### config.mk
export PLATFORM = sky130hd
export DESIGN_NAME = uart_rx
export DESIGN_NICKNAME = d
export VERILOG_FILES = /design/src/rtl/uart_pkg.sv /design/src/rtl/sync_2ff.sv /design/src/rtl/uart_rx.sv
export SDC_FILE = /design/constraint.sdc
export NUM_CORES = 1
export LEC_CHECK = 0
export ABC_AREA = 0
export CORE_AREA = 2 2 65 67
export DETAILED_ROUTE_END_ITERATION = 8
export DIE_AREA = 0 0 67 69
export GPL_TIMING_DRIVEN = 1
export PLACE_DENSITY_LB_ADDON = 0.1
export SYNTH_ARGS = -nofsm -noshare
export SYNTH_HDL_FRONTEND = slang
export SYNTH_SLANG_ARGS = --single-unit
### constraint.sdc
create_clock -name clk -period 4.31 [get_ports clk]
set_clock_uncertainty 0.05 [all_clocks]
set_input_delay 0.431 -clock clk [delete_from_list [all_inputs] [get_ports clk]]
set_output_delay 0.431 -clock clk [all_outputs]
set_load 0.01 [all_outputs]
### src/rtl/uart_pkg.sv
// Shared UART definitions: receiver state encoding and 8N1 frame constants.
package uart_pkg;

    localparam int DEFAULT_CLOCKS_PER_BAUD = 868;
    localparam int DATA_BITS               = 8;
    localparam int STOP_BITS               = 1;

    typedef enum logic [2:0] {
        ST_BREAK = 3'd0,
        ST_IDLE  = 3'd1,
        ST_START = 3'd2,
        ST_DATA  = 3'd3,
        ST_STOP  = 3'd4
    } rx_state_t;

endpackage : uart_pkg

### src/rtl/sync_2ff.sv
// Two-flop synchroniser for bringing asynchronous levels into the clk domain.
module sync_2ff #(
    parameter int   WIDTH     = 1,
    parameter logic RESET_VAL = 1'b0
) (
    input  logic             clk,
    input  logic             rst,
    input  logic [WIDTH-1:0] d,
    output logic [WIDTH-1:0] q
);

    logic [WIDTH-1:0] meta_reg;
    logic [WIDTH-1:0] sync_reg;

    always_ff @(posedge clk) begin
        if (rst) begin
            meta_reg <= {WIDTH{RESET_VAL}};
            sync_reg <= {WIDTH{RESET_VAL}};
        end else begin
            meta_reg <= d;
            sync_reg <= meta_reg;
        end
    end

    assign q = sync_reg;

endmodule : sync_2ff

### src/rtl/uart_rx.sv
// 8N1 UART receiver: mid-bit sampling, one-cycle valid per good byte,
// one-cycle framing_error when the stop bit is low.
module uart_rx
    import uart_pkg::*;
#(
    parameter int CLOCKS_PER_BAUD = DEFAULT_CLOCKS_PER_BAUD
) (
    input  logic       clk,
    input  logic       rst,
    input  logic       rx,
    output logic [7:0] data,
    output logic       valid,
    output logic       framing_error,
    output logic       busy
);

    localparam int HALF  = CLOCKS_PER_BAUD / 2;
    localparam int CNT_W = $clog2(CLOCKS_PER_BAUD) + 1;

    localparam logic [CNT_W-1:0] HALF_LOAD = CNT_W'(HALF - 1);
    localparam logic [CNT_W-1:0] BAUD_LOAD = CNT_W'(CLOCKS_PER_BAUD - 1);
    localparam logic [2:0]       LAST_BIT  = 3'(DATA_BITS - 1);

    logic rx_s;

    rx_state_t        state_reg,  state_next;
    logic [CNT_W-1:0] cnt_reg,    cnt_next;
    logic [2:0]       bit_idx_reg, bit_idx_next;
    logic [7:0]       sr_reg,     sr_next;
    logic [7:0]       data_reg,   data_next;
    logic             valid_reg,  valid_next;
    logic             ferr_reg,   ferr_next;
    logic             busy_reg,   busy_next;
    logic             sample;

    sync_2ff #(
        .WIDTH     (1),
        .RESET_VAL (1'b0)
    ) u_sync (
        .clk (clk),
        .rst (rst),
        .d   (rx),
        .q   (rx_s)
    );

    assign sample = (cnt_reg == '0);

    always_ff @(posedge clk) begin
        if (rst) begin
            state_reg   <= ST_BREAK;
            cnt_reg     <= '0;
            bit_idx_reg <= '0;
            sr_reg      <= '0;
            data_reg    <= '0;
            valid_reg   <= 1'b0;
            ferr_reg    <= 1'b0;
            busy_reg    <= 1'b0;
        end else begin
            state_reg   <= state_next;
            cnt_reg     <= cnt_next;
            bit_idx_reg <= bit_idx_next;
            sr_reg      <= sr_next;
            data_reg    <= data_next;
            valid_reg   <= valid_next;
            ferr_reg    <= ferr_next;
            busy_reg    <= busy_next;
        end
    end

    always_comb begin
        state_next   = state_reg;
        cnt_next     = cnt_reg;
        bit_idx_next = bit_idx_reg;
        sr_next      = sr_reg;
        data_next    = data_reg;
        valid_next   = 1'b0;
        ferr_next    = 1'b0;

        case (state_reg)
            // Hold off after reset or a bad stop bit until the line is idle high,
            // otherwise a stuck-low line would be taken as a start bit.
            ST_BREAK: begin
                if (rx_s) begin
                    state_next = ST_IDLE;
                end
            end

            ST_IDLE: begin
                if (!rx_s) begin
                    cnt_next   = HALF_LOAD;
                    state_next = ST_START;
                end
            end

            ST_START: begin
                if (sample) begin
                    if (rx_s) begin
                        state_next = ST_IDLE;
                    end else begin
                        cnt_next     = BAUD_LOAD;
                        bit_idx_next = '0;
                        state_next   = ST_DATA;
                    end
                end else begin
                    cnt_next = cnt_reg - 1'b1;
                end
            end

            ST_DATA: begin
                if (sample) begin
                    sr_next  = {rx_s, sr_reg[7:1]};
                    cnt_next = BAUD_LOAD;
                    if (bit_idx_reg == LAST_BIT) begin
                        state_next = ST_STOP;
                    end else begin
                        bit_idx_next = bit_idx_reg + 1'b1;
                    end
                end else begin
                    cnt_next = cnt_reg - 1'b1;
                end
            end

            // Leaving at mid-stop-bit lets a start bit follow with no idle gap.
            ST_STOP: begin
                if (sample) begin
                    if (rx_s) begin
                        data_next  = sr_reg;
                        valid_next = 1'b1;
                        state_next = ST_IDLE;
                    end else begin
                        ferr_next  = 1'b1;
                        state_next = ST_BREAK;
                    end
                end else begin
                    cnt_next = cnt_reg - 1'b1;
                end
            end

            default: begin
                state_next = ST_BREAK;
            end
        endcase

        busy_next = (state_next == ST_START) ||
                    (state_next == ST_DATA)  ||
                    (state_next == ST_STOP);
    end

    assign data          = data_reg;
    assign valid         = valid_reg;
    assign framing_error = ferr_reg;
    assign busy          = busy_reg;

endmodule : uart_rx

==> qor.csv <==
stage,metric,value,unit
setup_path,cp.arrival,2.43,ns
drt,wirelength,3700,µm
timing,finalHoldViolCount,0,
power_and_ir_drop,leakage,0.000847,µW
yosys,synth_edf_count,0,
timing,worst_slew_pin_slew,1.22,ns
clocking,postCtsSetupBuffers,0,
drt,vias_per_cell,5.73,
timing,hold_ws,0.398,ns
setup_path,cp-end-kind,flip-flop,
timing,setup_violations,0,
cells_and_area,mostFrequentLayoutCells,"dfxtp_1, nor2_1, mux2i_1",
power_and_ir_drop,p_int,742,µW
setup_path,critPathBufInv,0,
yosys,yosys_warnings,0,
timing,max_freq,430,MHz
setup_path,max_stage_delay,0.48,ns
clocking,cts_tree,built,
power_and_ir_drop,power.density,652,nW/µm²
cells_and_area,antennaDiodeCount,0,
cells_and_area,final_layout_size_suffix_gt1_share,9.09,%
timing,period_minus_slack,2.32,ns
floorplan,coreArea,3910,µm²
floorplan,die_area,4620,µm²
drt,routedWlPerCell,14.3,µm
timing,slew_headroom,18.1,%
timing,grt_setup_unrepaired,no,
clocking,cts_max_level,2,
power_and_ir_drop,vdd_drop_max,0.320,mV
floorplan,die_h,69,µm
place,port_buffers,13,
floorplan,pin_count,14,
place,dp_slack,2.02,ns
power_and_ir_drop,p_clk_share,18.7,%
timing,fin_crit_sh,53.9,%
timing,slew_violations,0,
yosys,ys_seq_area_share,42.0,%
clocking,cts.sinks,38,
setup_path,required,4.42,ns
grt,grt_pass1_wl,6410,µm
setup_path,path_max_fanout,11,
power_and_ir_drop,p_comb_share,46.9,%
setup_path,crit_path_start,cnt_reg[4]$_SDFFE_PP0P_,
cells_and_area,nNetsFinal,215,
drt,drtIter0Drc,77,
power_and_ir_drop,p_sw_share,44.5,%
setup_path,crit_chain,nor4_4 > and4b_1 > nand3_1 > mux2i_1 > nor2_1,
grt,grt_max_degree,40,
status,status,completed,
hold_path,hp-class,flip-flop to flip-flop,
drt,drt.antenna.violating_nets,0,
drt,dr.pass1.iters,4,
setup_path,crit_family,simple AND/OR/NAND/NOR gates,
place,post-dp-hpwl,2620,µm
clocking,clock_latency,0.29,ns
grt,gr-total-overflow,0,
job,maxCapViolCount,0,
timing,fin_ws,1.99,ns
clocking,cts_inserted_buffers,5,
timing,tns,0,ns
cells_and_area,synthToLayoutAreaGrowth,13.3,%
yosys,syn-num-nets,203,
yosys,ys_async_sr_fraction,0,%
cells_and_area,final_common_cell,dfxtp_1,
drt,vias,1485,
floorplan,start_util,46.3,%
clocking,cts_buffer_depth,2,
place,routabilityCongestion,0.880,
clocking,ctsRootBufferMaster,clkbuf_8,
floorplan,fp.dieW,67,µm
grt,antenna_found_initial,0,
setup_path,r2r-start,cnt_reg[4]$_SDFFE_PP0P_,
setup_path,cp-start-kind,flip-flop,
yosys,ys_seq_elements,38,
setup_path,cp_slowest_cell,nand3_1,
clocking,cts_resized,0,
drt,route.detailed.drc,0,
yosys,ys.flop_type,dfxtp_1,
clocking,cts.hold.buffers_added,0,
cells_and_area,largest_reg_flops,11,
grt,grt_pass1_vias,1366,
yosys,syn_avg_cell_area,9.24,µm²
power_and_ir_drop,switchingPower,595,µW
yosys,synth_cell_types,47,
yosys,synth_area,1810,µm²
clocking,path_clk_slew,0.07,ns
floorplan,fp-row-count,23,
yosys,netlist_instances,196,
grt,grtUsageTotal,17.8,%
setup_path,critPathKind,flip-flop to flip-flop,
power_and_ir_drop,p_seq_share,34.4,%
hold_path,min_from,u_sync.meta_reg$_SDFF_PP0_,
-- final timing paths --
path	endpoint	slack, ns	cells after the start
setup reg to reg	data[2]$_SDFFE_PP0P_	1.99	5
hold / removal	u_sync.q$_SDFF_PP0_	0.40	1
setup / recovery	data[2]$_SDFFE_PP0P_	1.99	5
hold reg to reg	u_sync.q$_SDFF_PP0_	0.40	1
-- synthesized netlist by cell type (all sizes together) (3+ instances only) --
library cell  number  area (µm²)
mux2i             19         190
nor3               3        20.0
nand2b             5        31.3
nor2b              4        25.0
nor2              33         140
nor4               4        46.3
o22ai              3        18.8
ha                 4        50.1
o21ai              8        40.0
a21oi             14        81.3
clkbuf             4        15.0
nand3b             3        22.5
dfxtp             38         761
nand2             12        45.0
nand3              6        30.0
and3               3        18.8
a31oi              4        25.0
buf                5        36.3
-- layer usage --
metal  up-vias  global-route usage, %  wire length [µm]
li1        724                      -                 -
met1       711                   24.0              1680
met2        42                   26.7              1760
met3         8                   5.22               205
met4         0                   6.58                59
met5         -                      0                 0
-- per-stage QoR --
step / total power, µW / util [%] / std cells / area, µm²
after floorplan: 967 / - / 196 / 1810
after global placement: 1070 / 50.1 / 251 / 1960
after detailed placement: 1080 / 50.1 / 251 / 1960
after CTS: 1340 / 52.4 / 259 / 2050
after global routing: 1450 / 52.4 / 259 / 2050
final: 1340 / 52.4 / 259 / 2050
-- power by group through the flow --
stage	sequential (µW)	combinational, µW	clock [µW]
final	460	627	250
after global routing	469	706	274
after CTS	459	622	258
after detailed placement	466	618	0
after global placement	464	603	0
after floorplan	440	527	0
-- area by class of cell --
| class | instances | area [µm²] |
|---|---|---|
| inverter | 2 | 7.51 |
| timing repair buffer | 14 | 138 |
| clock buffer | 7 | 86.3 |
| fill | 367 | 1860 |
| clock inverter | 1 | 5.00 |
| sequential | 38 | 761 |
| tap | 50 | 62.6 |
| multi-input combinational | 147 | 992 |
-- kinds of logic (layout without fill, tap and decap cells) --
| group | Yosys count | in the layout | share of synthesized area, % |
|---|---|---|---|
| multiplexers | 19 | 19 | 10.5 |
| buffers and inverters | 11 | 24 | 3.25 |
| XOR/XNOR | 1 | 1 | 0.484 |
| adder cells (fa/ha/maj) | 4 | 4 | 2.76 |
| flip-flops | 38 | 38 | 42.0 |
| AO/OA/AOI/OAI | 41 | 41 | 15.7 |
| AND/OR/NAND/NOR | 82 | 82 | 25.3 |
No activity file was read; power rests on OpenSTA's default activity.
